File: src/rtl/rom_arb_pkg.sv
// Shared types and constants for the ROM arbiter.
// Supplies a fallback ROM_ADDRESS_BITWIDTH when the shared define is not already set.
`ifndef ROM_ADDRESS_BITWIDTH
`define ROM_ADDRESS_BITWIDTH 16
`endif

package rom_arb_pkg;

    localparam int WORD_W = 32;

    typedef enum logic [1:0] {
        OWN_NONE = 2'd0,
        OWN_IF   = 2'd1,
        OWN_LD   = 2'd2
    } owner_e;

endpackage

File: src/rtl/rom_arb.sv
// Arbitrates fetch and load requests onto a single-port ROM; ROM_ARB_RR_EN selects round-robin over fixed LD priority.
// Latency: grant is combinational, response pulses exactly one cycle after acceptance, fully pipelined.
// Backpressure: requests stall via ready (= grant); responses have none and must be consumed on the pulse.
`ifndef ROM_ADDRESS_BITWIDTH
`define ROM_ADDRESS_BITWIDTH 16
`endif

module rom_arb
    import rom_arb_pkg::*;
#(
    parameter int ADDR_W = `ROM_ADDRESS_BITWIDTH
) (
    input  logic              clk,
    input  logic              reset_n,
    input  logic              if_req_valid,
    input  logic [ADDR_W-1:0] if_req_addr,
    output logic              if_req_ready,
    input  logic              if_flush,
    output logic              if_rsp_valid,
    input  logic              ld_req_valid,
    input  logic [ADDR_W-1:0] ld_req_addr,
    output logic              ld_req_ready,
    output logic              ld_rsp_valid,
    output logic              ld_rsp_misalign,
    output logic [WORD_W-1:0] rsp_data,
    output logic [ADDR_W-1:0] rom_address,
    input  logic [WORD_W-1:0] rom_data
);

    logic              w_if_gnt;
    logic              w_ld_gnt;
    logic [ADDR_W-1:0] w_addr;
    owner_e            w_owner_nxt;
    logic              w_misalign_nxt;
    owner_e            r_owner;
    logic              r_misalign;
`ifdef ROM_ARB_RR_EN
    logic              r_last_ld;
    logic              w_last_ld_nxt;
`endif

    // Grants are suppressed during reset so nothing is accepted while reset_n is low.
    always_comb begin
        w_if_gnt       = 1'b0;
        w_ld_gnt       = 1'b0;
        w_addr         = '0;
        w_owner_nxt    = OWN_NONE;
        w_misalign_nxt = 1'b0;
`ifdef ROM_ARB_RR_EN
        w_last_ld_nxt  = r_last_ld;
`endif
        if (reset_n) begin
            if (if_req_valid && ld_req_valid) begin
`ifdef ROM_ARB_RR_EN
                // Only contended grants move the pointer.
                if (r_last_ld) begin
                    w_if_gnt = 1'b1;
                end else begin
                    w_ld_gnt = 1'b1;
                end
                w_last_ld_nxt = ~r_last_ld;
`else
                w_ld_gnt = 1'b1;
`endif
            end else begin
                w_if_gnt = if_req_valid;
                w_ld_gnt = ld_req_valid;
            end
        end

        if (w_ld_gnt) begin
            w_addr         = ld_req_addr;
            w_owner_nxt    = OWN_LD;
            w_misalign_nxt = |ld_req_addr[1:0];
        end else if (w_if_gnt) begin
            w_addr         = if_req_addr;
            w_owner_nxt    = OWN_IF;
        end
    end

    always_ff @(posedge clk or negedge reset_n) begin
        if (!reset_n) begin
            r_owner    <= OWN_NONE;
            r_misalign <= 1'b0;
`ifdef ROM_ARB_RR_EN
            r_last_ld  <= 1'b0;
`endif
        end else begin
            r_owner    <= w_owner_nxt;
            r_misalign <= w_misalign_nxt;
`ifdef ROM_ARB_RR_EN
            r_last_ld  <= w_last_ld_nxt;
`endif
        end
    end

    assign if_req_ready    = w_if_gnt;
    assign ld_req_ready    = w_ld_gnt;
    assign rom_address     = w_addr;
    // A redirect kills the fetch response in the same cycle it is raised.
    assign if_rsp_valid    = (r_owner == OWN_IF) && !if_flush;
    assign ld_rsp_valid    = (r_owner == OWN_LD);
    assign ld_rsp_misalign = (r_owner == OWN_LD) && r_misalign;
    assign rsp_data        = rom_data;

endmodule

File: config.mk
export PLATFORM = sky130hd
export DESIGN_NAME = rom_arb
export DESIGN_NICKNAME = d
export VERILOG_FILES = /design/src/rtl/rom_arb_pkg.sv /design/src/rtl/rom_arb.sv
export SDC_FILE = /design/constraint.sdc
export NUM_CORES = 1
export LEC_CHECK = 0
export CAP_MARGIN = 20
export CELL_PAD_IN_SITES_DETAIL_PLACEMENT = 0
export CELL_PAD_IN_SITES_GLOBAL_PLACEMENT = 1
export CORE_ASPECT_RATIO = 1.1
export CORE_MARGIN = 5
export CORE_UTILIZATION = 10
export DETAILED_ROUTE_END_ITERATION = 10
export GPL_TIMING_DRIVEN = 1
export PLACE_DENSITY_LB_ADDON = 0.1
export SYNTH_ARGS = -nofsm -noshare
export SYNTH_HDL_FRONTEND = slang
export SYNTH_SLANG_ARGS = --single-unit
File: constraint.sdc
create_clock -name clk -period 1.6 [get_ports clk]
set_input_delay 0.4 -clock clk [delete_from_list [all_inputs] [get_ports clk]]
set_output_delay 0.4 -clock clk [all_outputs]
set_load 0.01 [all_outputs]
Word level (Yosys, flattened, before mapping). Cells that the tools add are included.

Reductions and logical operators: 5. Equal/unequal tests: 2. Muxes and demuxes: 9.

Operator list (count): $mux 16 (2); $mux 1 (6); $logic_and 1x1->1 (3); $eq 2x1->1 const B (1); $eq 2x2->1 const B (1); $mux 2 (1); $reduce_or 2->1 (1); $logic_not 1->1 (1).

Input bits: 69. Word-level logic and storage cells: 18. Register bits: 3. Output and inout bits: 53.

Longest topological paths before layout.
Depth in word-level cells: 5. Mapped depth: 4. Depth with buffers taken out: 2.

Least setup slack after synthesis. OpenSTA, ideal clock, no wires.

Kind: in2out. From: input reset_n. To: output rom_address[10]. Arrival: 1.044 ns. Required time: 1.200 ns. Buffers on the path: 2. Cell stages on the path: 4. Setup slack: 0.156 ns. Cells stage by stage: nor2b_1 > buf_6 > buf_8 > a32o_1.

Cells in the longest elaborated chain, start to end: 3.

RTL lines: from (decl) (RTL line rom_arb.sv:14) `input logic reset_n,`; $mux 1 (RTL line rom_arb.sv:52) `if (reset_n) begin`; $mux 16 (RTL line rom_arb.sv:75) `end else if (w_if_gnt) begin`; $mux 16 (*) (RTL line rom_arb.sv:71) `if (w_ld_gnt) begin`; to (decl) (RTL line rom_arb.sv:26) `output logic [ADDR_W-1:0] rom_address,`.

Every way passes the cells marked *; elsewhere a longest branch is shown, timed or not.

Final worst setup path.
From: input if_req_addr[14]. To: output rom_address[14].

Cells in the longest elaborated chain, start to end: 2.

RTL lines: from (decl) (RTL line rom_arb.sv:16) `input logic [ADDR_W-1:0] if_req_addr,`; $mux 16 (RTL line rom_arb.sv:75); $mux 16 (RTL line rom_arb.sv:71).

Every way passes these cells.

==> summary.txt <==
Worst setup path
  • Element type at the critical path start: primary input
  • Critical path class: in -> out
  • Crit path to: rom_address[14]
  • WP data required: 1.20 ns
  • Critical Path AT: 1.19 ns
  • Worst setup EP type: primary output
  • Worst setup path startpoint: if_req_addr[14]
  • Critical path fanouts, max: 1

Run
  • Max Cap Viol: 0

Timing
  • Final hold violations: 0
  • Hold_ws: 0.0536 ns
  • Max frequency: 0.630 GHz
  • Final Max Slew Viols: 0
  • Post-layout min period: 1.59 ns
  • Setup Viol. Count Final: 0
  • Slew margin rel.: 89.0%
  • Slew @ Worst Pin: 0.165 ns
  • Period utilisation layout: 99.1%

CTS
  • Root buf cell: clkbuf_8
  • CTS tree: done
  • Hold buffers post-CTS: 0
  • Reg clk slew, reported paths: 0.03 ns
  • H-tree Lvls: 1
  • Longest Clk Path Bufs: 2
  • Sinks on Clock Net: 3
  • Total CTS buffers: 3

Hold path
  • Min-Delay Path Class: in -> async

Routing
  • Wirelength, routed: 2720 µm
  • DRC: 0
  • Initial DRT Pass Iterations: 4
  • Vias: 615
  • DRT iter0 DRCs: 13
  • Antenna-violating nets left: 0
  • Routed met3 length: 343 µm
  • Drt wl/cell: 15.4 µm
  • Vias per cell: 3.49
  • WL met2: 1260 µm
  • Met1 wire length: 1060 µm
  • Top layer in use: met4

GRT
  • GRT Overall Usage: 6.85%
  • Initial antenna violation count: 0
  • Vias in the first global route: 658
  • GR Overflow Total: 0
  • First-pass GRT wire length: 3980 µm
  • Largest net degree at the start of global routing: 10

Yosys
  • Sequential fraction of the synthesis area: 12.7%
  • Syn nets: 134
  • Syn Area/Cell: 9.07 µm²
  • Yosys cell types: 12
  • Synthesized area: 589 µm²
  • Top-area cell type share of the netlist area: 40.8%
  • Post-Synthesis Cells: 65
  • Synth area leaders: buf_4 41%, a32o_1 27%, dfrtp_1 13%
  • Yosys reg bits: 3
  • YS warnings: 0
  • Area leader, netlist: buf_4

Floorplan
  • Rows: 29
  • Die H: 90.5 µm
  • Core ar.: 5730 µm²
  • Die ar.: 7530 µm²
  • Chip Width: 83.2 µm
  • # IOs: 122
  • Initial core utilization: 10.3%

Power and ir drop
  • Pleak: 0.000508 µW
  • Max IR drop VDD: 0.222 mV
  • Power Density: 492 nW/µm²

Finish
  • Final nets: 169
  • Number of diodes: 0
  • Fraction of layout cells with a size suffix above 1: 40.4%
  • Post-layout util: 19.0%
  • Area grow syn2layout: 84.9%

Placement
  • Placer Congestion: 0.664
  • Hpwl dp: 2020 µm
  • IO buf count: 57

Outcome
  • Status: complete, no violations
## metal layers
| layer | GRT usage (%) | vias to the layer above |
|---|---|---|
| met5 | 0 | - |
| met4 | 2.72 | 0 |
| met3 | 4.01 | 10 |
| met2 | 10.8 | 52 |
| met1 | 7.55 | 276 |
| li1 | - | 277 |
## synthesized netlist by cell type
library cell and number:
nor3b_1 1, nor2b_1 2, and2_2 2, a32o_1 16, and2_1 2, buf_2 1
buf_4 32, buf_8 1, buf_6 3, o21a_1 1, dfrtp_1 3, clkbuf_2 1
## cell type report
type,instances,area [µm²]
Tap cell,77,96.3
Multi-Input combinational cell,24,226
Sequential cell,3,75.1
Timing Repair Buffer,68,647
Clock buffer,4,45.0
Fill cell,668,4640
## registers in the layout, summed over array words and instances (netlist names)
register / cells
r_misalign: 1
r_owner: 2
## metrics by stage
stage	instance area [µm²]	std cells	TNS (ns)	setup slack, ns	power [µW]
finish	1090	176	0	0.0138	537
global route	1090	176	-0.0109	-0.00868	567
CTS	1060	176	-0.0143	-0.0143	544
detailed placement	1020	168	-14.51	-0.816	319
global placement	1020	168	-14.75	-0.841	323
floorplan	589	65	0	0.156	238
## worst min-delay path by stage
stage / from / endpoint / depth (start not counted)
2_1_floorplan: reset_n / r_misalign$_DFF_PN0_ / 0
3_3_place_gp: reset_n / r_misalign$_DFF_PN0_ / 2
3_5_place_dp: reset_n / r_misalign$_DFF_PN0_ / 2
4_1_cts: reset_n / r_owner[0]$_DFF_PN0_ / 2
5_1_grt: reset_n / r_owner[0]$_DFF_PN0_ / 2
6_report: reset_n / r_misalign$_DFF_PN0_ / 2
## cell families (layout without fill, tap and decap cells)
kind of cell	count (synthesis)	after routing	share of synthesized area, %
buf+inv	38	72	50.7
flops	3	3	12.7
compound gates	17	17	28.4
simple gates	7	7	8.07
## worst max-delay path, cell delays in order
cell	delay, ns
clkdlybuf4s50_1	0.42
a32o_1	0.23
buf_2	0.14
## layout by cell type (no fill, tap or decap), drive strengths merged
cell	count
dfrtp	3
clkbuf	4
a32o	16
clkdlybuf4s50	28
o21a	1
nor3b	1
dlygate4sd2	4
and2	4
nor2b	2
dlymetal6s2s	4
buf	32
## power by group
| part | switching, µW | leakage (µW) | internal (µW) | total [µW] |
|---|---|---|---|---|
| registers | 1.23 | 0.0000395 | 80.0 | 81.2 |
| logic | 83.9 | 0.000446 | 155 | 239 |
| clock network | 46.5 | 0.0000228 | 170 | 216 |
| total | 132 | 0.000508 | 405 | 537 |
## timing repair
action                     CTS  global route
resized for setup           96            13
pin swaps                    4            10
setup endpoints to repair   21            15
buffers inserted             1             0
gates cloned                 3             0
No activity file was read; power rests on OpenSTA's default activity.
